## src/rtl/project5_top_if.sv

```systemverilog
// Board I/O bundle for project5_top: push-buttons, switches, seven-segment digits and LEDs.
interface project5_top_if;
  logic [3:0] KEY;
  logic [9:0] SW;
  logic [6:0] HEX0;
  logic [6:0] HEX1;
  logic [6:0] HEX2;
  logic [6:0] HEX3;
  logic [6:0] HEX4;
  logic [6:0] HEX5;
  logic [9:0] LED;

  modport master (
    output KEY, SW,
    input  HEX0, HEX1, HEX2, HEX3, HEX4, HEX5, LED
  );

  modport slave (
    input  KEY, SW,
    output HEX0, HEX1, HEX2, HEX3, HEX4, HEX5, LED
  );
endinterface

```

## src/rtl/project5_top.sv

```systemverilog
// Board top of a step-driven ALU: opcode, A and B are entered on SW one KEY[0] press at a time,
// and the 16-bit result is shown in hex on HEX3..HEX0.
module project5_top #(
  parameter logic [15:0] ID_CONST = 16'h4813
) (
  input logic            CLOCK_50,
  project5_top_if.slave  io
);

  localparam logic [1:0] StOpcode = 2'd0;
  localparam logic [1:0] StLoadA  = 2'd1;
  localparam logic [1:0] StLoadB  = 2'd2;
  localparam logic [1:0] StResult = 2'd3;

  logic        rst_n;
  logic        unused_inputs;
  logic        key_meta_q, key_sync_q, key_prev_q;
  logic        step;
  logic [1:0]  state_q, state_d;
  logic [3:0]  opcode_q, opcode_d;
  logic [7:0]  a_q, a_d;
  logic [7:0]  b_q, b_d;
  logic [15:0] result_q, result_d;
  logic [7:0]  alu_a, alu_b;
  logic [15:0] alu_res;
  logic [15:0] disp;
  logic        unary_op;

  assign rst_n         = io.KEY[1];
  assign unused_inputs = ^{io.SW[9:8], io.KEY[3:2]};

  // Two-flop synchronizer plus a history flop for falling-edge detection.
  always_ff @(posedge CLOCK_50 or negedge rst_n) begin
    if (!rst_n) begin
      key_meta_q <= 1'b1;
      key_sync_q <= 1'b1;
      key_prev_q <= 1'b1;
    end else begin
      key_meta_q <= io.KEY[0];
      key_sync_q <= key_meta_q;
      key_prev_q <= key_sync_q;
    end
  end

  assign step     = key_prev_q & ~key_sync_q;
  assign unary_op = (opcode_q == 4'b0010) || (opcode_q == 4'b0111);

  // Operands come live from SW on the cycle that captures them.
  assign alu_a = (state_q == StLoadA) ? io.SW[7:0] : a_q;
  assign alu_b = (state_q == StLoadB) ? io.SW[7:0] : b_q;

  always_comb begin
    logic signed [15:0] sa, sb;
    logic [15:0]        dbl, dbl_l;
    logic [7:0]         sh8;
    sa      = {{8{alu_a[7]}}, alu_a};
    sb      = {{8{alu_b[7]}}, alu_b};
    dbl     = {alu_a, alu_a} >> alu_b[2:0];
    dbl_l   = {alu_a, alu_a} << alu_b[2:0];
    sh8     = 8'h00;
    alu_res = 16'h0000;
    case (opcode_q)
      4'b0000: alu_res = sa + sb;
      4'b0001: alu_res = sa - sb;
      4'b0010: alu_res = -sa;
      4'b0011: alu_res = sa * sb;
      4'b0100: alu_res = {8'h00, alu_a & alu_b};
      4'b0101: alu_res = {8'h00, alu_a | alu_b};
      4'b0110: alu_res = {8'h00, alu_a ^ alu_b};
      4'b0111: alu_res = {8'h00, ~alu_a};
      4'b1000: alu_res = {8'h00, dbl[7:0]};
      4'b1001: alu_res = {8'h00, dbl_l[15:8]};
      4'b1010: begin
        sh8     = alu_a << alu_b[2:0];
        alu_res = {8'h00, sh8};
      end
      4'b1011: begin
        sh8     = $signed(alu_a) >>> alu_b[2:0];
        alu_res = {8'h00, sh8};
      end
      4'b1100: alu_res = {alu_a, alu_b} & ID_CONST;
      default: alu_res = 16'h0000;
    endcase
  end

  always_comb begin
    state_d  = state_q;
    opcode_d = opcode_q;
    a_d      = a_q;
    b_d      = b_q;
    result_d = result_q;
    if (step) begin
      case (state_q)
        StOpcode: begin
          opcode_d = io.SW[3:0];
          state_d  = StLoadA;
        end
        StLoadA: begin
          a_d = io.SW[7:0];
          if (unary_op) begin
            result_d = alu_res;
            state_d  = StResult;
          end else begin
            state_d = StLoadB;
          end
        end
        StLoadB: begin
          b_d      = io.SW[7:0];
          result_d = alu_res;
          state_d  = StResult;
        end
        default: state_d = StOpcode;
      endcase
    end
  end

  always_ff @(posedge CLOCK_50 or negedge rst_n) begin
    if (!rst_n) begin
      state_q  <= StOpcode;
      opcode_q <= 4'h0;
      a_q      <= 8'h00;
      b_q      <= 8'h00;
      result_q <= 16'h0000;
    end else begin
      state_q  <= state_d;
      opcode_q <= opcode_d;
      a_q      <= a_d;
      b_q      <= b_d;
      result_q <= result_d;
    end
  end

  always_comb begin
    case (state_q)
      StOpcode: disp = {12'h000, io.SW[3:0]};
      StLoadA:  disp = {8'h00, io.SW[7:0]};
      StLoadB:  disp = {8'h00, io.SW[7:0]};
      default:  disp = result_q;
    endcase
  end

  function automatic logic [6:0] seg7(input logic [3:0] v);
    case (v)
      4'h0: seg7 = 7'b1000000;
      4'h1: seg7 = 7'b1111001;
      4'h2: seg7 = 7'b0100100;
      4'h3: seg7 = 7'b0110000;
      4'h4: seg7 = 7'b0011001;
      4'h5: seg7 = 7'b0010010;
      4'h6: seg7 = 7'b0000010;
      4'h7: seg7 = 7'b1111000;
      4'h8: seg7 = 7'b0000000;
      4'h9: seg7 = 7'b0010000;
      4'hA: seg7 = 7'b0001000;
      4'hB: seg7 = 7'b0000011;
      4'hC: seg7 = 7'b1000110;
      4'hD: seg7 = 7'b0100001;
      4'hE: seg7 = 7'b0000110;
      default: seg7 = 7'b0001110;
    endcase
  endfunction

  assign io.HEX0 = seg7(disp[3:0]);
  assign io.HEX1 = seg7(disp[7:4]);
  assign io.HEX2 = seg7(disp[11:8]);
  assign io.HEX3 = seg7(disp[15:12]);
  assign io.HEX4 = seg7({2'b00, state_q});
  assign io.HEX5 = seg7(opcode_q);
  assign io.LED  = {2'b00, opcode_q, 4'b0001 << state_q};

endmodule

```

## src/flat_wrapper.sv

```systemverilog
// flat-port wrapper written by rule: the top's interface ports become plain ports
module project5_top_flat 
#(
  parameter logic [15:0] ID_CONST = 16'h4813
)
  (CLOCK_50, io_KEY, io_SW, io_HEX0, io_HEX1, io_HEX2, io_HEX3, io_HEX4, io_HEX5, io_LED);
  project5_top_if io_i ();
  input logic CLOCK_50;
  input wire logic [$bits(io_i.KEY)-1:0] io_KEY;
  input wire logic [$bits(io_i.SW)-1:0] io_SW;
  output wire logic [$bits(io_i.HEX0)-1:0] io_HEX0;
  output wire logic [$bits(io_i.HEX1)-1:0] io_HEX1;
  output wire logic [$bits(io_i.HEX2)-1:0] io_HEX2;
  output wire logic [$bits(io_i.HEX3)-1:0] io_HEX3;
  output wire logic [$bits(io_i.HEX4)-1:0] io_HEX4;
  output wire logic [$bits(io_i.HEX5)-1:0] io_HEX5;
  output wire logic [$bits(io_i.LED)-1:0] io_LED;
  assign io_i.KEY = io_KEY;
  assign io_i.SW = io_SW;
  assign io_HEX0 = io_i.HEX0;
  assign io_HEX1 = io_i.HEX1;
  assign io_HEX2 = io_i.HEX2;
  assign io_HEX3 = io_i.HEX3;
  assign io_HEX4 = io_i.HEX4;
  assign io_HEX5 = io_i.HEX5;
  assign io_LED = io_i.LED;
  project5_top #(.ID_CONST(ID_CONST)) u_core (.CLOCK_50(CLOCK_50), .io(io_i));
endmodule
```

## config.mk

```make
export PLATFORM = sky130hd
export DESIGN_NAME = project5_top_flat
export DESIGN_NICKNAME = d
export VERILOG_FILES = /design/src/rtl/project5_top_if.sv /design/src/rtl/project5_top.sv /design/src/flat_wrapper.sv
export SDC_FILE = /design/constraint.sdc
export NUM_CORES = 1
export LEC_CHECK = 0
export ABC_CLOCK_PERIOD_IN_PS = 6200
export CORE_MARGIN = 10
export CORE_UTILIZATION = 55
export CTS_BUF_LIST = sky130_fd_sc_hd__clkbuf_16
export CTS_CLUSTER_DIAMETER = 150
export CTS_CLUSTER_SIZE = 40
export DETAILED_ROUTE_END_ITERATION = 10
export HOLD_SLACK_MARGIN = 0.03
export PLACE_DENSITY_LB_ADDON = 0.12
export SYNTH_ARGS = -nofsm -noshare
export SYNTH_HDL_FRONTEND = slang
export SYNTH_SLANG_ARGS = --single-unit
```

## constraint.sdc

```tcl
create_clock -name CLOCK_50 -period 6.2 [get_ports CLOCK_50]
set_input_delay 0.62 -clock CLOCK_50 [delete_from_list [all_inputs] [get_ports CLOCK_50]]
set_output_delay 0.62 -clock CLOCK_50 [all_outputs]
set_load 0.02 [all_outputs]
```

; ---- Word level (Yosys, flattened, before mapping)
; Memories as Yosys holds them, arrays and structs flattened.
; Index checks and enable logic that the tools add are counted.
[op_classes]
addsub = 3
mul = 1
n_eq_ne = 16
n_shift = 5
muxes = 9
bitwise_logic = 6
n_reduce_logical = 7
[op_table]
columns = cell, count
row1 = 16-bit case mux with 13 select lines, 1
row2 = 16-bit case mux with 2 select lines, 2
row3 = 7-bit case mux with 4 select lines, 1
row4 = 4-bit == test (second input constant), 5
row5 = 4-bit by 3-bit == test with 1-bit output (second input constant), 4
row6 = 8-bit by 8-bit multiplier with 16-bit output, 1
row7 = 16-bit two-way mux, 1
row8 = 8-bit two-way mux, 2
row9 = 8-bit negator with 16-bit output, 1
row10 = 16-bit by 3-bit left shift with 16-bit output, 1
row11 = 16-bit by 3-bit right shift with 8-bit output, 1
row12 = 8-bit by 8-bit adder with 9-bit output, 1
row13 = 8-bit by 8-bit subtractor with 9-bit output, 1
row14 = 8-bit bitwise AND, 1
row15 = 4-bit by 2-bit == test with 1-bit output (second input constant), 2
row16 = 8-bit inverter, 1
row17 = 8-bit OR, 1
row18 = 8-bit by 3-bit left shift with 8-bit output, 1
row19 = 8-bit by 3-bit >>> shifter with 8-bit output, 1
row20 = 8-bit XOR, 1
row21 = 2-bit case mux with 3 select lines, 1
row22 = 2-bit == test (second input constant), 2
row23 = 4-bit by 1-bit == test with 1-bit output (second input constant), 1
row24 = 4-bit zero test, 1
row25 = other kinds (12), 12
[word_totals]
regBits = 41
rom_bits = 560
input_bits = 15
out_inout_bits = 52
wordCells = 60
memories = 5
[mem_list]
columns = memory, depth, width, rd, rd_ports_with_merged_regs, write_ports, line
row1 = (no name shown), 16, 7, 1, 0, 0, project5_top.sv:143  ; case (v)
row2 = (no name shown), 16, 7, 1, 0, 0, project5_top.sv:143
row3 = (no name shown), 16, 7, 1, 0, 0, project5_top.sv:143
row4 = (no name shown), 16, 7, 1, 0, 0, project5_top.sv:143
row5 = (no name shown), 16, 7, 1, 0, 0, project5_top.sv:143

; ---- Logic depth before layout (Yosys ltp)
[depth]
ltp_word = 6
mapped_depth = 24
depth_no_buf = 21

; ---- Worst setup path before layout
; Ideal clock, no wire load.
[synth_timing]
path_type = flip-flop to flip-flop
from = register u_core.state_q[0]
to = register u_core.result_q[15]
setup_ps = 77
t_arrival_ps = 5403
required_ps = 6123
setup_slack_ps = 720
path_stages_with_launch = 21
n_path_buf = 2
synth_period_minus_slack_ps = 5480
cell_sequence = dfrtp_1 inv_1 ha_1 buf_4 mux2_2 clkbuf_1 nand2_1 inv_1 fa_1 inv_1 fa_1 fa_1 fa_1 inv_1 ha_1 nor2b_1 or4_1 o22ai_1 xnor2_1 nand2_1 a21oi_1
[synth_between]
elab_chain_len = 6
elab_cells_between_ends = 14
classes_between = add/sub: 3 / mul: 1 / eq/ne: 3 / mux: 5 / reduce/logical: 2
[synth_rtl]
columns = item, line
row1 = start: declaration, project5_top.sv:19  ; logic [1:0] state_q, state_d;
row2 = start signal: assignment, project5_top.sv:119  ; state_q <= StOpcode;
row3 = start signal: assignment, project5_top.sv:125  ; state_q <= state_d;
row4 = 2-bit == test (*), project5_top.sv:50  ; assign alu_b = (state_q == StLoadB) ? io.SW[7:0] : b_q;
row5 = 8-bit two-way mux (*), -
row6 = via u_core.alu_b[2], project5_top.sv:24  ; logic [7:0] alu_a, alu_b;
row7 = 8-bit by 8-bit multiplier with 16-bit output (tied with other cells), project5_top.sv:66  ; 4'b0011: alu_res = sa * sb;
row8 = 16-bit case mux with 13 select lines (*), project5_top.sv:62  ; case (opcode_q)
row9 = 16-bit two-way mux, project5_top.sv:100  ; if (unary_op) begin
row10 = 16-bit case mux with 2 select lines (*), project5_top.sv:93  ; case (state_q)
row11 = end signal: assignment, project5_top.sv:129  ; result_q <= result_d;
row12 = end: declaration, project5_top.sv:23  ; logic [15:0] result_q, result_d;
; The timed path passes the listed nets; every way through them passes the cells marked *. The select of a mux whose other input is x is not followed.
; A chain may end at the register's enable or synchronous reset.

; ---- Worst setup path after layout
[layout_timing]
from = register u_core.state_q[1]
to = register u_core.result_q[13]
[layout_between]
elab_chain_len = 6
elab_cells_between_ends = 14
classes_between = add/sub: 3 / mul: 1 / eq/ne: 3 / mux: 5 / reduce/logical: 2
[layout_rtl]
columns = item, line
row1 = 2-bit by 1-bit == test with 1-bit output (*), project5_top.sv:49  ; assign alu_a = (state_q == StLoadA) ? io.SW[7:0] : a_q;
row2 = 8-bit two-way mux (*), project5_top.sv:49
row3 = via u_core.alu_a[3], project5_top.sv:24
row4 = 8-bit by 8-bit multiplier with 16-bit output (tied with other cells), project5_top.sv:66
row5 = 16-bit case mux with 13 select lines (*), project5_top.sv:62
row6 = 16-bit two-way mux, project5_top.sv:100
row7 = 16-bit case mux with 2 select lines (*), project5_top.sv:93
; Marks and branches as above.

==> out/metrics.cfg <==
[outcome]
status = completed

[sta]
worst_slew_pin_slew_ps = 1080
final-setup-viol-count = 0
relSlewSlack = 0.280
rsz0062_at_grt = false
hold_violations = 0
max_freq_mhz = 171
drv_slew = 0
period_minus_slack_ps = 5860
clock_skew_ps = 7.88
min_period_over_period = 0.946
fin_setup_tns_ps = 0

[synthesis]
synth_simple_gate_area_frac = 0.179
ys_types = 74
synth_top_family_by_area = adder cells
synth_compound_area_frac = 0.220
synth_cells = 1041
synthTopCellsByCount = 125 x inv_1, 121 x nand2_1, 101 x nor2_1
synth_area_sq_mm = 0.00804
syn-mean-instance-area_sq_um = 7.72
synth_area_leaders = ha_1 14%, fa_1 14%, dfrtp_1 12%
synth_top_area_share = 0.143
synth_flop_cell = dfrtp_1
synthAdderAreaFrac = 0.285
synth_edf_count = 0
ys_seq_area_frac = 0.128
synthXorXnorAreaFrac = 0.0240
ys_seq_elements = 41
synth_top_cell_by_area = ha_1
async_reset_ff_frac = 1.00
synthMuxAreaShare = 0.0606
yosysWarnings = 0
synth_most_common_cell = inv_1

[layout]
drive_gt1_frac = 0.0741
n_fill_cell = 1358
diodes = 0
nets = 1243
areaGrowthSynthToFinish_pct = 10.9

[critical_path]
crit_path_max_incr_delay_ps = 530
reg2reg_to = u_core.result_q[13]$_DFFE_PN0P_
r2r_slack_ps = 340
path_class = reg -> reg
worst-path-max-fanout = 18
crit_path_end_kind = flop
worstPathCellList = inv_1, ha_1, buf_4, mux2_4, inv_1, nor2_1, fa_1, inv_1, fa_1, inv_1, fa_1, inv_1, fa_1, inv_1, ha_1, o21ai_0, o21ai_0, and3_1, nor3_1, xnor2_1, a221o_1
timing.rr.start = u_core.state_q[1]$_DFFE_PN0P_
start_kind = flop
critPathTopFamily = adder cells
critical_path_buf_inv_count = 7
required_ps = 6380
crit_slowest_cell = fa_1
crit_path_frequent_cell = inv_1
ff2ff_path_depth = 21
worstPathArrival_ps = 6040

[clock_network]
clock_latency_ps = 300
cts_buffers = 5
cts_resized = 0
clock-root-buffer = clkbuf_16
tritoncts = done
cts_sinks = 41
post_cts_buffers = 0
h-tree-depth = 2
clockBufferDepth = 2
clk_pin_slew_ps = 60
cts_hold_buf = 0

[floorplanning]
die_x_um = 141
die_area_sq_mm = 0.0199
std_cell_rows = 44
start_util = 0.557
fp.dieH_um = 141
core_area_sq_mm = 0.0144
pin_count = 67

[place]
io_buffers = 59
routabilityCongestion = 0.995
post-dp-hpwl_um = 19600

[routing]
num_vias = 7702
postRouteAntennaNets = 0
route.detailed.drc = 0
routedWlPerCell_um = 19.4
vias_per_cell = 6.09
drtIter0Drc = 835
drt_pass1_iterations = 5
wl_um = 24500

[min_path]
hold_path.class = reg -> reg
hold_end = u_core.key_sync_q$_DFF_PN1_
hp-start = u_core.key_meta_q$_DFF_PN1_
min_path_cells = 0

[grt]
track_usage = 0.244
grt_max_degree = 42
antenna_found_initial = 0
grt_pass1_wl_um = 39600
grt_overflow = 0
grt_pass1_vias = 7294

[run]
cap_viol_max_count = 0

==> layout make-up <==
class / count / area, sq um / area share
clock buffer: 5 / 125 / 0.0140
clock inverter: 3 / 22.5 / 0.00253
inverter: 133 / 504 / 0.0566
multi-input combinational: 809 / 6190 / 0.695
sequential: 41 / 1030 / 0.115
tap: 184 / 230 / 0.0258
timing repair buffer: 89 / 811 / 0.0909
==> layer usage <==
metal | share of wire | vias up | GRT usage
met3 | 0.074 | 67 | 0.0390
met1 | 0.42 | 3657 | 0.316
li1 | - | 3639 | -
met4 | 0.042 | 0 | 0.101
met2 | 0.46 | 339 | 0.396
met5 | 0 | - | 0
==> sequential cells by signal, indices dropped and copies added (netlist names) <==
name and flops:
u_core.key_meta_q 1, u_core.result_q 16, u_core.b_q 8, u_core.key_sync_q 1
u_core.key_prev_q 1, u_core.a_q 8, u_core.opcode_q 4, u_core.state_q 2
==> placed cells by master (no fill, tap or decap), types with 6 or more instances in the layout <==
master,Yosys,routed
fa_1,57,57
dfrtp_1,38,38
a21o_1,6,6
a22oi_1,6,6
mux2_2,17,17
nand2_1,121,121
inv_1,125,125
nor2_1,101,101
and3_1,6,6
o22ai_1,14,14
a22o_1,9,9
nand3_1,15,15
xnor2_1,20,20
nand2b_1,15,15
o21a_1,7,7
ha_1,92,92
and2_1,8,8
or4_1,6,6
nor2b_1,11,11
a21oi_1,47,47
a211oi_1,7,7
a31oi_1,12,12
a221o_1,7,7
nor3_1,16,16
clkdlybuf4s50_1,0,58
mux2i_1,19,19
buf_4,10,30
o21ai_0,93,93
o221ai_1,6,6
nor3b_1,8,8
==> logic make-up (layout without fill, tap and decap cells) <==
kind of cell,Yosys count,in the layout
XOR/XNOR,22,22
AO/OA/AOI/OAI,272,272
other,1,3
adder cells (fa/ha/maj),149,149
multiplexers,42,42
flip-flops,41,41
buffers and inverters,193,230
AND/OR/NAND/NOR,321,321
==> how the worst max path moves through the flow <==
| stage | startpoint | end | depth (start not counted) |
|---|---|---|---|
| finish | u_core.state_q[1]$_DFFE_PN0P_ | u_core.result_q[13]$_DFFE_PN0P_ | 21 |
| CTS | u_core.state_q[1]$_DFFE_PN0P_ | u_core.result_q[15]$_DFFE_PN0P_ | 19 |
| global route | u_core.state_q[1]$_DFFE_PN0P_ | u_core.result_q[15]$_DFFE_PN0P_ | 20 |
| floorplan | u_core.state_q[0]$_DFFE_PN0P_ | u_core.result_q[15]$_DFFE_PN0P_ | 20 |
| detailed placement | io_SW[7] | u_core.result_q[15]$_DFFE_PN0P_ | 18 |
| global placement | io_SW[7] | u_core.result_q[15]$_DFFE_PN0P_ | 18 |
==> per-stage QoR <==
step	cells	cell area [sq um]	util	setup WS, ps	hold WS (ps)
4_1_cts	1264	8920	0.618	368	357
3_5_place_dp	1256	8770	0.608	374	347
2_1_floorplan	1043	8050	-	720	324
6_report	1264	8920	0.618	337	356
3_3_place_gp	1256	8770	0.608	427	348
5_1_grt	1264	8920	0.618	16.5	360
Power is not shown: default switching activity piles up to over one toggle a cycle in this logic, so the estimate is an artifact.
==> RTL change 1 (same flow settings) <==
`result_q` no longer has a reset.
--- a/src/rtl/project5_top.sv
+++ b/src/rtl/project5_top.sv
@@ -121,5 +121,4 @@
       a_q      <= 8'h00;
       b_q      <= 8'h00;
-      result_q <= 16'h0000;
     end else begin
       state_q  <= state_d;
@@ -127,6 +126,9 @@
       a_q      <= a_d;
       b_q      <= b_d;
-      result_q <= result_d;
     end
+  end
+
+  always_ff @(posedge CLOCK_50) begin
+    result_q <= result_d;
   end
 
Check against the original RTL: no difference found for any inputs over 4 cycles, from zero or initial values; that may be too few to reach the edited logic, so the function may still have changed.
==> RTL change 1 against the unedited design <==
Via count decreased by 7.7%. First-iteration DRC count decreased by 18%. Design area decreased by 1.0%. Sequential cell count unchanged. Wire length decreased by 9.1%. Largest cell class unchanged. Synthesized area decreased by 2.3%. Setup slack improved by 39 ps.
Power is left out: the tool's default activity adds up to more than one toggle a clock period on the data nets, which glitch-free logic cannot reach.
==> RTL change 1: results (changes against the unedited design) <==
metric	value	unit	change
wl_met2	9890	um	was 11300 um
gp_congestion	0.923		was 0.995
worst_pin_slew	1220	ps	was 1080 ps
worstSkewPairLatency	280	ps	was 300 ps
first_iter_violations	685		was 835
synth_seq_area_share	14.1	%	was 12.8%
critPathTopFamily	adder cells		unchanged
synthTopCellsByArea	fa_1 15%, ha_1 14%, dfrtp_1 7.0%		was ha_1 14%, fa_1 14%, dfrtp_1 12%
hp-class	flop to flop		unchanged
reg_top3	u_core.result_q x16, u_core.a_q x8, u_core.b_q x8		unchanged
cts-resized-gates	0		unchanged
avgViaCountPerCell	5.99		was 6.09
firstDrtPassIters	5		unchanged
wl_met1	9930	um	was 10400 um
critPathMaxStageDelay	550	ps	was 530 ps
synth_edf_count	16		was 0
yosysWarnings	0		unchanged
synth_common_cells	124 x inv_1, 91 x ha_1, 91 x nand2_1, 79 x nor2_1, 66 x o21ai_0		was 125 x inv_1, 121 x nand2_1, 101 x nor2_1, 93 x o21ai_0, 92 x ha_1
grt_max_degree	40		was 42
cp_max_fo	7		was 18
grt_pass1_wl	36400	um	was 39600 um
avgSynthCellArea	8.22	um^2	was 7.72 um^2
fin_cells	1186		was 1264
clk_pin_slew_worst_paths	60	ps	about the same
status	complete, no violations		unchanged
route.detailed.wl_per_inst	18.8	um	was 19.4 um
wl_met3	1990	um	was 1820 um
arrival	5860	ps	was 6040 ps
fin_skew	6.81	ps	was 7.88 ps
grt_usage	22.4	%	was 24.4%
synth.distinct_cells	78		was 74
cts_made_buffers	5		unchanged
synth_async_sr_flop_share	61.0	%	was 100%
grt_pass1_vias	6811		was 7294
place_area	0.00866	mm^2	was 0.00877 mm^2
dp_hpwl	17600	um	was 19600 um
drive_gt1_share	8.55	%	was 7.41%
[RTL change 1: worst register-to-register path, cell delays in order (launching register included)]
cell and delay (ps):
dfrtp_1 410, inv_1 90, ha_1 280, buf_4 210, mux2i_1 420, nor2_1 140
fa_1 550, inv_1 80, fa_1 520, inv_1 60, fa_1 550, inv_1 50
fa_1 480, inv_1 50, ha_1 300, o21ai_0 170, o21ai_0 290, nand4_1 180
a31oi_1 280, xnor2_1 130, a221o_1 340
[RTL change 1: cell families (layout without fill, tap and decap cells)]
logic type	after synthesis	count (layout)	share of synthesized area (%)
other cells	1	3	0.0477
buf+inv	186	234	10.8
simple gates	251	251	14.5
xor+xnor	25	25	2.79
compound gates	241	241	20.1
flops	41	41	14.1
mux	63	63	8.60
fa+ha+maj	148	148	29.0
[RTL change 1: routing by layer]
metal  global-route usage, %  up-vias
li1                        -     3369
met1                    32.1     3400
met2                    34.4      301
met3                    3.13       39
met4                    5.99        0
met5                       0        -
[RTL change 1: path summary, 6_finish.rpt]
check / startpoint / to / slack, ps / cells after the start
max reg2reg: u_core.state_q[1] / u_core.result_q[15] / 380 / 20
min in group asynchronous: io_KEY[1] / u_core.opcode_q[0] / 720 / 2
max: u_core.state_q[1] / u_core.result_q[15] / 380 / 20
min: u_core.key_meta_q / u_core.key_sync_q / 360 / 0
min reg2reg: u_core.key_meta_q / u_core.key_sync_q / 360 / 0
max in group asynchronous: io_KEY[1] / u_core.key_meta_q / 5180 / 2
[RTL change 1: layout make-up]
class / instances / area [um^2]
clock inverters: 3 / 38.8
flip-flops and latches: 41 / 1110
fillers: 1256 / 5110
inverters: 129 / 523
repair buffers: 97 / 888
clock buffers: 5 / 125
well taps: 180 / 225
multi-input cells: 731 / 5910
[RTL change 1: per-stage QoR]
step / hold WS, ps / setup WS [ps] / util, %
final: 356 / 376 / 63.3
after global routing: 360 / 55.3 / 63.3
after global placement: 346 / 393 / 62.1
after CTS: 359 / 378 / 63.3
after detailed placement: 350 / 312 / 62.1
after floorplan: 324 / 574 / -
==> RTL change 2 (same settings) <==
Without the edit above. Put a register stage on the output `io.LED`. The value now appears one clock later.
--- a/src/rtl/project5_top.sv
+++ b/src/rtl/project5_top.sv
@@ -167,5 +167,7 @@
   assign io.HEX4 = seg7({2'b00, state_q});
   assign io.HEX5 = seg7(opcode_q);
-  assign io.LED  = {2'b00, opcode_q, 4'b0001 << state_q};
+  always_ff @(posedge CLOCK_50) begin
+    io.LED <= {2'b00, opcode_q, 4'b0001 << state_q};
+  end
 
 endmodule
Formal check against the unedited RTL: not equivalent (a bounded check fails within 4 cycles, from zero or initial values).
==> RTL change 2 against the unedited design <==
Non-clock buffer count shrank 2. Maximum frequency up 3.5%. Sequential cell count up 8. Synthesized area increased by 1.6%. Wire length is 2.4% higher. Design area grew 1.8%. Setup slack better by 200 ps. Sequential share of layout area rose by 1.6 points. Largest cell class unchanged. Highest routed layer unchanged.
Power is left out: the tool's default activity adds up to more than one toggle a clock period on the data nets, which glitch-free logic cannot reach.
==> RTL change 2: results (changes against the unedited design) <==
metric	value	unit	change
largest_register	u_core.result_q		unchanged
reg2regPathDepth	19		was 21
synth_common_cells	127 x inv_1, 112 x nand2_1, 91 x ha_1, 88 x nor2_1, 80 x o21ai_0		was 125 x inv_1, 121 x nand2_1, 101 x nor2_1, 93 x o21ai_0, 92 x ha_1
arrival	5830	ps	was 6040 ps
gp_congestion	0.989		was 0.995
cp_max_fo	22		was 18
nets	1235		was 1243
synthTopCellsByArea	fa_1 14%, ha_1 14%, dfrtp_1 12%		was ha_1 14%, fa_1 14%, dfrtp_1 12%
synth_ff_type	dfrtp_1		unchanged
firstDrtPassIters	5		unchanged
grt_usage	24.5	%	was 24.4%
diodes	0		unchanged
grt_max_degree	44		was 42
grt_pass1_wl	40200	um	was 39600 um
use_met1	32.8	%	was 31.6%
worstSkewPairLatency	300	ps	about the same
grt_util_met2	40.1	%	was 39.6%
relSlewSlack	14.4	%	was 28.0%
critPathMaxStageDelay	540	ps	
fin_skew	8.09	ps	was 7.88 ps
grt_pass1_vias	7306		was 7294
preCtsSetupSlack	336	ps	was 374 ps
clk_pin_slew_worst_paths	70	ps	
dp_hpwl	19700	um	was 19600 um
first_iter_violations	785		was 835
status	complete, no violations		unchanged
whs_path_depth	0		unchanged
met3_usage	2.97	%	was 3.90%
drive_gt1_share	7.27	%	was 7.41%
n_fill_cell	1363		was 1358
yosysWarnings	0		unchanged
synth_async_sr_flop_share	83.7	%	was 100%
vias	7647		was 7702
avgViaCountPerCell	6.08		was 6.09
synth_seq_area_share	14.6	%	was 12.8%
route.detailed.wl_per_inst	20.0	um	was 19.4 um
syn_inst	1037		was 1041
## RTL change 2: changes by cell type in the layout (fill, tap and decap cells not counted), moves of 8 or more
cell,before,now
dfxtp_1,0,8
o21ai_0,93,80
mux2i_1,19,30
nand3_1,15,7
a21oi_1,47,56
nand2_1,121,112
nor2_1,101,88
## RTL change 2: stage by stage
step,utilization (%),cell area [um^2]
6_report,62.4,9070
5_1_grt,62.4,9070
4_1_cts,62.4,9070
3_5_place_dp,61.4,8920
3_3_place_gp,61.4,8920
2_1_floorplan,-,8170
## RTL change 2: final timing paths
path                                         from            endpoint  slack (ps)
worst max-delay path            u_core.state_q[0]  u_core.result_q[7]         540
worst min-delay path            u_core.key_meta_q   u_core.key_sync_q         360
worst max register to register  u_core.state_q[0]  u_core.result_q[7]         540
worst min register to register  u_core.key_meta_q   u_core.key_sync_q         360
max in group asynchronous               io_KEY[1]   u_core.state_q[0]        5110
min in group asynchronous               io_KEY[1]  u_core.opcode_q[3]         470
## RTL change 2: cell families (layout without fill, tap and decap cells)
kind of cell / after synthesis / count (layout) / synth area share, %
compound gates: 274 / 274 / 21.7
xor+xnor: 24 / 24 / 2.57
fa+ha+maj: 148 / 148 / 27.9
buf+inv: 192 / 226 / 9.44
flops: 49 / 49 / 14.6
mux: 56 / 56 / 7.42
other cells: 1 / 3 / 0.0459
simple gates: 293 / 293 / 16.4
## RTL change 2: layout make-up
| cell class | count | area, um^2 | area share [%] |
|---|---|---|---|
| Tap cell | 184 | 230 | 2.54 |
| Inverter | 131 | 492 | 5.42 |
| Timing Repair Buffer | 87 | 796 | 8.77 |
| Clock inverter | 3 | 26.3 | 0.290 |
| Clock buffer | 5 | 125 | 1.38 |
| Sequential cell | 49 | 1190 | 13.1 |
| Multi-Input combinational cell | 798 | 6220 | 68.5 |
## RTL change 2: repair_timing
action,in CTS,in global routing
resized for setup,0,2
endpoints found under the hold margin,0,0
hold buffers,0,0
endpoints found under the setup margin,0,1
## RTL change 2: worst reg2reg max path: stages (launching register included)
cell and delay, ps:
dfrtp_1 450, inv_1 140, ha_2 420, mux2_2 440, inv_2 90, buf_4 300, nor2_1 100, ha_1 240
fa_1 540, inv_1 50, fa_1 490, fa_1 500, inv_1 40, ha_1 230, a211oi_1 440, nor2_1 120
xnor2_1 370, o32ai_1 170, nor4_1 280, a41oi_1 150
## RTL change 2: routing by layer
| layer | routed length, um | up-vias |
|---|---|---|
| met4 | 717 | 0 |
| li1 | - | 3629 |
| met1 | 11000 | 3668 |
| met5 | 0 | - |
| met2 | 11800 | 300 |
| met3 | 1630 | 50 |
